File: src/rtl/imu_adc_filter_if.sv
// Raw ADC bus in, averaged bus out; slave = filter side, master = producer/consumer side.
// cal_strobe exists only when ADC_FILTER_OFFSET_EN is defined.
interface imu_adc_filter_if;
  logic [255:0] adc_channels;
  logic [255:0] filt_channels;
  logic         filt_valid;
  logic [15:0]  frame_count;
`ifdef ADC_FILTER_OFFSET_EN
  logic         cal_strobe;

  modport slave (
    input  adc_channels, cal_strobe,
    output filt_channels, filt_valid, frame_count
  );
  modport master (
    output adc_channels, cal_strobe,
    input  filt_channels, filt_valid, frame_count
  );
`else
  modport slave (
    input  adc_channels,
    output filt_channels, filt_valid, frame_count
  );
  modport master (
    output adc_channels,
    input  filt_channels, filt_valid, frame_count
  );
`endif
endinterface

File: src/rtl/imu_adc_filter.sv
// Coherent 8x12-bit ADC sampler + 2^LOG2_AVG decimating averager; output 12 cycles after the final tick, no backpressure.
// Optional offset calibration with ADC_FILTER_OFFSET_EN (adds cal_strobe).
module imu_adc_filter #(
  parameter int unsigned SAMPLE_DIV = 5000,
  parameter int unsigned LOG2_AVG   = 4
) (
  input  logic             sys_clk,
  input  logic             reset_n,
  imu_adc_filter_if.slave  bus
);

  localparam int unsigned   AW         = 12 + LOG2_AVG;
  localparam int unsigned   NW         = LOG2_AVG + 1;
  localparam logic [15:0]   DIV_LAST   = 16'(SAMPLE_DIV - 1);
  localparam logic [NW-1:0] NSAMP_FULL = NW'(1 << LOG2_AVG);

  typedef enum logic [2:0] {IDLE, CAPTURE, CHECK, ACCUM, DONE} state_t;

  state_t        state_q, state_d;
  logic [15:0]   tick_cnt_q, tick_cnt_d;
  logic          tick_q, tick_d;
  logic          pending_q, pending_d;
  logic [2:0]    ch_q, ch_d;
  logic [NW-1:0] nsamp_q, nsamp_d;
  logic [11:0]   snap_q [8];
  logic [11:0]   snap_d [8];
  logic [AW-1:0] acc_q [8];
  logic [AW-1:0] acc_d [8];
  logic [255:0]  filt_q, filt_d;
  logic          filt_vld_q, filt_vld_d;
  logic [15:0]   frame_q, frame_d;
  logic [11:0]   adc_lo [8];
  logic [11:0]   avg [8];
  logic          snap_match;
  logic [255:0]  out_word;

  // The bus is asynchronous: a sample is only accepted once two consecutive reads agree.
  always_comb begin
    snap_match = 1'b1;
    for (int k = 0; k < 8; k++) begin
      adc_lo[k] = bus.adc_channels[32*k +: 12];
      avg[k]    = 12'(acc_q[k] >> LOG2_AVG);
      if (adc_lo[k] != snap_q[k]) snap_match = 1'b0;
    end
  end

`ifdef ADC_FILTER_OFFSET_EN
  logic        cal_req_q, cal_req_d;
  logic [11:0] offset_q [8];
  logic [11:0] offset_d [8];
  logic [12:0] diff [8];

  always_comb begin
    cal_req_d = cal_req_q | bus.cal_strobe;
    offset_d  = offset_q;
    out_word  = '0;
    for (int k = 0; k < 8; k++) begin
      diff[k] = {1'b0, avg[k]} - {1'b0, offset_q[k]};
      if (!cal_req_q) out_word[32*k +: 32] = {{19{diff[k][12]}}, diff[k]};
    end
    // The calibrating frame latches its own average as offset and reports zero.
    if (state_q == DONE && cal_req_q) begin
      offset_d  = avg;
      cal_req_d = bus.cal_strobe;
    end
  end

  always_ff @(posedge sys_clk or negedge reset_n) begin
    if (!reset_n) begin
      cal_req_q <= 1'b0;
      for (int k = 0; k < 8; k++) offset_q[k] <= '0;
    end else begin
      cal_req_q <= cal_req_d;
      offset_q  <= offset_d;
    end
  end
`else
  always_comb begin
    out_word = '0;
    for (int k = 0; k < 8; k++) out_word[32*k +: 32] = {20'd0, avg[k]};
  end
`endif

  always_comb begin
    state_d    = state_q;
    tick_d     = (tick_cnt_q == DIV_LAST);
    tick_cnt_d = tick_d ? 16'd0 : tick_cnt_q + 16'd1;
    pending_d  = pending_q;
    ch_d       = ch_q;
    nsamp_d    = nsamp_q;
    snap_d     = snap_q;
    acc_d      = acc_q;
    filt_d     = filt_q;
    filt_vld_d = 1'b0;
    frame_d    = frame_q;

    if (tick_q && state_q != IDLE) pending_d = 1'b1;

    case (state_q)
      IDLE: begin
        if (tick_q || pending_q) begin
          state_d   = CAPTURE;
          pending_d = 1'b0;
        end
      end
      CAPTURE: begin
        snap_d  = adc_lo;
        state_d = CHECK;
      end
      CHECK: begin
        if (snap_match) begin
          ch_d    = 3'd0;
          state_d = ACCUM;
        end else begin
          snap_d = adc_lo;
        end
      end
      ACCUM: begin
        acc_d[ch_q] = acc_q[ch_q] + AW'(snap_q[ch_q]);
        ch_d        = ch_q + 3'd1;
        if (ch_q == 3'd7) begin
          nsamp_d = nsamp_q + NW'(1);
          state_d = (nsamp_d == NSAMP_FULL) ? DONE : IDLE;
        end
      end
      DONE: begin
        filt_d     = out_word;
        filt_vld_d = 1'b1;
        frame_d    = frame_q + 16'd1;
        nsamp_d    = '0;
        for (int k = 0; k < 8; k++) acc_d[k] = '0;
        state_d    = IDLE;
      end
      default: state_d = IDLE;
    endcase
  end

  always_ff @(posedge sys_clk or negedge reset_n) begin
    if (!reset_n) begin
      state_q    <= IDLE;
      tick_cnt_q <= '0;
      tick_q     <= 1'b0;
      pending_q  <= 1'b0;
      ch_q       <= '0;
      nsamp_q    <= '0;
      filt_q     <= '0;
      filt_vld_q <= 1'b0;
      frame_q    <= '0;
      for (int k = 0; k < 8; k++) begin
        snap_q[k] <= '0;
        acc_q[k]  <= '0;
      end
    end else begin
      state_q    <= state_d;
      tick_cnt_q <= tick_cnt_d;
      tick_q     <= tick_d;
      pending_q  <= pending_d;
      ch_q       <= ch_d;
      nsamp_q    <= nsamp_d;
      filt_q     <= filt_d;
      filt_vld_q <= filt_vld_d;
      frame_q    <= frame_d;
      snap_q     <= snap_d;
      acc_q      <= acc_d;
    end
  end

  assign bus.filt_channels = filt_q;
  assign bus.filt_valid    = filt_vld_q;
  assign bus.frame_count   = frame_q;

endmodule

File: src/flat_wrapper.sv
// flat-port wrapper written by rule: the top's interface ports become plain ports
module imu_adc_filter_flat 
#(
  parameter int unsigned SAMPLE_DIV = 5000,
  parameter int unsigned LOG2_AVG   = 4
)
  (sys_clk, reset_n, bus_adc_channels, bus_filt_channels, bus_filt_valid, bus_frame_count);
  imu_adc_filter_if bus_i ();
  input  logic sys_clk;
  input  logic reset_n;
  input wire logic [$bits(bus_i.adc_channels)-1:0] bus_adc_channels;
  output wire logic [$bits(bus_i.filt_channels)-1:0] bus_filt_channels;
  output wire logic [$bits(bus_i.filt_valid)-1:0] bus_filt_valid;
  output wire logic [$bits(bus_i.frame_count)-1:0] bus_frame_count;
  assign bus_i.adc_channels = bus_adc_channels;
  assign bus_filt_channels = bus_i.filt_channels;
  assign bus_filt_valid = bus_i.filt_valid;
  assign bus_frame_count = bus_i.frame_count;
  imu_adc_filter #(.SAMPLE_DIV(SAMPLE_DIV), .LOG2_AVG(LOG2_AVG)) u_core (.sys_clk(sys_clk), .reset_n(reset_n), .bus(bus_i));
endmodule
File: config.mk
export PLATFORM = sky130hd
export DESIGN_NAME = imu_adc_filter_flat
export DESIGN_NICKNAME = d
export VERILOG_FILES = /design/src/rtl/imu_adc_filter_if.sv /design/src/rtl/imu_adc_filter.sv /design/src/flat_wrapper.sv
export SDC_FILE = /design/constraint.sdc
export NUM_CORES = 1
export LEC_CHECK = 0
export ABC_AREA = 1
export ABC_CLOCK_PERIOD_IN_PS = 4600
export CAP_MARGIN = 20
export CELL_PAD_IN_SITES_DETAIL_PLACEMENT = 1
export CELL_PAD_IN_SITES_GLOBAL_PLACEMENT = 1
export CORE_MARGIN = 2
export CORE_UTILIZATION = 36
export CTS_BUF_LIST = sky130_fd_sc_hd__clkbuf_8
export DETAILED_ROUTE_END_ITERATION = 10
export GPL_ROUTABILITY_DRIVEN = 0
export PLACE_DENSITY = 0.85
export SLEW_MARGIN = 10
export SYNTH_ARGS = -nofsm -noshare
export SYNTH_HDL_FRONTEND = slang
export SYNTH_SLANG_ARGS = --single-unit
File: constraint.sdc
create_clock -name sys_clk -period 4.6 [get_ports sys_clk]
set_clock_uncertainty 0.15 [all_clocks]
set_input_delay 1.15 -clock sys_clk [delete_from_list [all_inputs] [get_ports sys_clk]]
set_output_delay 1.15 -clock sys_clk [all_outputs]
set_load 0.1 [all_outputs]
==> run summary <==
starting density of the core: 36.5%
Hold-fix buffers, CTS: 0
Cell Area, Synth: 0.0187 mm^2
H-tree Lvls: 3
Final Power: 7570 uW
leakage power: 0.0111 uW
Max Clock Freq: 235 MHz
clk sink count: 366
count leader, synth: nand2_1
final non-filler cell total: 3,263
I/O pin total: 531
final setup fails: 0
Synth area leader: dfrtp_1
Die Y: 232 um
DR vias/cell: 5.15
vias: 16,800
Max Slew Vio Count: 0
number of flops mapped to enable cells by yosys: 0
Post-synth ARST share: 100%
PD cells: 336 mW/mm^2
vias in the first global route: 17,700
clock tree buffer depth: 3
share of the yosys chip area belonging to registers: 49.0%
core area: 0.0513 mm^2
Netlist cell types: 47
Final Cycle Share: 92.5%
initial antenna violation count: 3
Fillers: 6,223
top post-synthesis cells by area: dfrtp_1, nand2_1, buf_4, inv_1, o22ai_1
RSZ-0062 raised after global routing: no
Synth top area share: 49.0%
Worst Path Required: 4.99 ns
CTS buffer count: 66
Fin Setup TNS: 0 ns
CP Capture Type: register
pin count of the biggest net entering global routing: 174
CP max-delay cell: dfrtp_1
global-route wire length before repair: 100 mm
Port-buffer cells: 210
clk_lat worst skew: 0.66 ns
Tmin final: 4.26 ns
Placed Cells: 3,143
CTS tree: done
# DRC: 0
die span in x: 232 um
Setup WS post-layout: 0.343 ns
post-cts sizing count: 0
crit start category: register
layout cells sized above 1: 8.25%
Routed WL per cell: 20.1 um
most instantiated cells after synthesis: nand2_1, dfrtp_1, inv_1
Layout area overhead: 20.4%
Final nets: 2,808
VDD IR max: 0.000157 V
ys flop type: dfrtp_1
Routed Antenna Nets: 0
post-place setup slack: 0.137 ns
post-synthesis register bit count: 366
drt total wl: 65.5 mm
DP HPWL: 48.2 mm
CP Max Fanout: 10
Avg Cell Area, Syn: 8.21 um^2
number of DRC markers after the initial detailed-route iteration: 1,533
status: finished, final reports clean
setup bufs post-CTS: 0
Worst slew margin: 24.7%
most used cell, CP: nand2_1
max-cap violations: 0
Post-Syn Instances: 2,279
Critical Setup Path Class: reg -> reg
total congestion overflow: 0
min-delay worst type: in -> async
Largest stage delay, worst path: 0.61 ns
row count: 83
gr usage total: 24.3%
CTS clock-pin slew for the worst setup and hold paths: 0.06 ns
worst slew pin tran: 1.13 ns
worst-path cell chain: inv_2 -> nand3_2 -> o22ai_1 -> a221oi_1 -> o2111ai_1 -> ha_1 -> inv_1 -> o21ai_0 -> nor2_1 -> nand3_1 -> nand3_1 -> nand2_1 -> nand2_1 -> nand2_1 -> buf_12 -> o22ai_1
final hold violations: 0
CTS root buf: clkbuf_8
CP arrival: 4.65 ns
total iterations of the first detailed-routing run: 5
utilization after layout: 43.9%
synth warn: 0
die area: 0.0538 mm^2
## stage by stage
step	hold slack [ns]	area, um^2
floorplan	0.283	19300
global placement	0.295	21100
detailed placement	0.309	21100
CTS	0.282	22500
global route	0.300	22500
finish	0.285	22500
## layout make-up
cell class	count	area (um^2)	area share [%]
flip-flops and latches	366	9160	40.7
multi-input cells	1522	7370	32.7
repair buffers	261	2540	11.3
inverters	314	1180	5.25
clock buffers	85	1170	5.20
well taps	680	851	3.78
clock inverters	34	238	1.06
diodes	1	2.50	0.0111
## routing by layer
metal  vias to the layer above  wire [um]  global-route usage [%]
li1                       7487          -                       -
met1                      8351      25800                    29.7
met2                       768      31900                    40.7
met3                       201       4650                    5.39
met4                         4       3110                    11.5
met5                         -         23                       0
## kinds of logic (layout without fill, tap and decap cells)
group,count (synthesis),in the layout,share of synthesized area [%]
simple gates,860,860,18.4
flops,366,366,49.0
fa+ha+maj,19,19,1.31
other cells,1,161,0.0201
compound gates,417,417,13.2
xor+xnor,66,66,3.17
buf+inv,550,694,14.9
## power by group
| group | total, uW | internal [uW] | switching (uW) |
|---|---|---|---|
| logic | 994 | 169 | 825 |
| clock network | 3270 | 1790 | 1480 |
| registers | 3310 | 3260 | 44.6 |
| total | 7570 | 5220 | 2350 |
## state kept, by name, summed over array words and instances (netlist names)
name / flops
u_core.bus.frame_count: 16
u_core.acc_q: 128
u_core.tick_cnt_q: 16
u_core.bus.filt_channels: 96
u_core.bus.filt_valid: 1
u_core.snap_q: 96
u_core.tick_q: 1
u_core.ch_q: 3
u_core.nsamp_q: 5
u_core.state_q: 3
u_core.pending_q: 1
## layout by cell type (no fill, tap or decap), drive strengths merged, types with 32 or more instances in the layout
cell type	n
nand2	656
dfrtp	366
inv	331
o21ai	223
clkdlybuf4s50	209
conb	160
o22ai	117
nor2	115
clkbuf	85
nand3	63
xor2	53
buf	52
a221oi	32
## critical path: cells and delay by family (launching register included)
family                   cells  cell delay [ns]
flip-flops                   1             0.61
AO/OA/AOI/OAI                5             1.32
AND/OR/NAND/NOR              7             1.15
adder cells (fa/ha/maj)      1             0.44
buffers and inverters        3             0.45
## path summary, 6_finish.rpt
check | start | end | slack, ns | depth (start not counted)
max in group asynchronous | reset_n | u_core.snap_q[30] | 2.96 | 2
max reg2reg | u_core.ch_q[1] | u_core.acc_q[29] | 0.34 | 16
min | reset_n | u_core.acc_q[121] | 0.29 | 1
min in group sys_clk | u_core.tick_cnt_q[0] | u_core.tick_cnt_q[0] | 0.32 | 1
min reg2reg | u_core.tick_cnt_q[0] | u_core.tick_cnt_q[0] | 0.32 | 1
max | u_core.ch_q[1] | u_core.acc_q[29] | 0.34 | 16
Power figures use the tool's default switching activity.
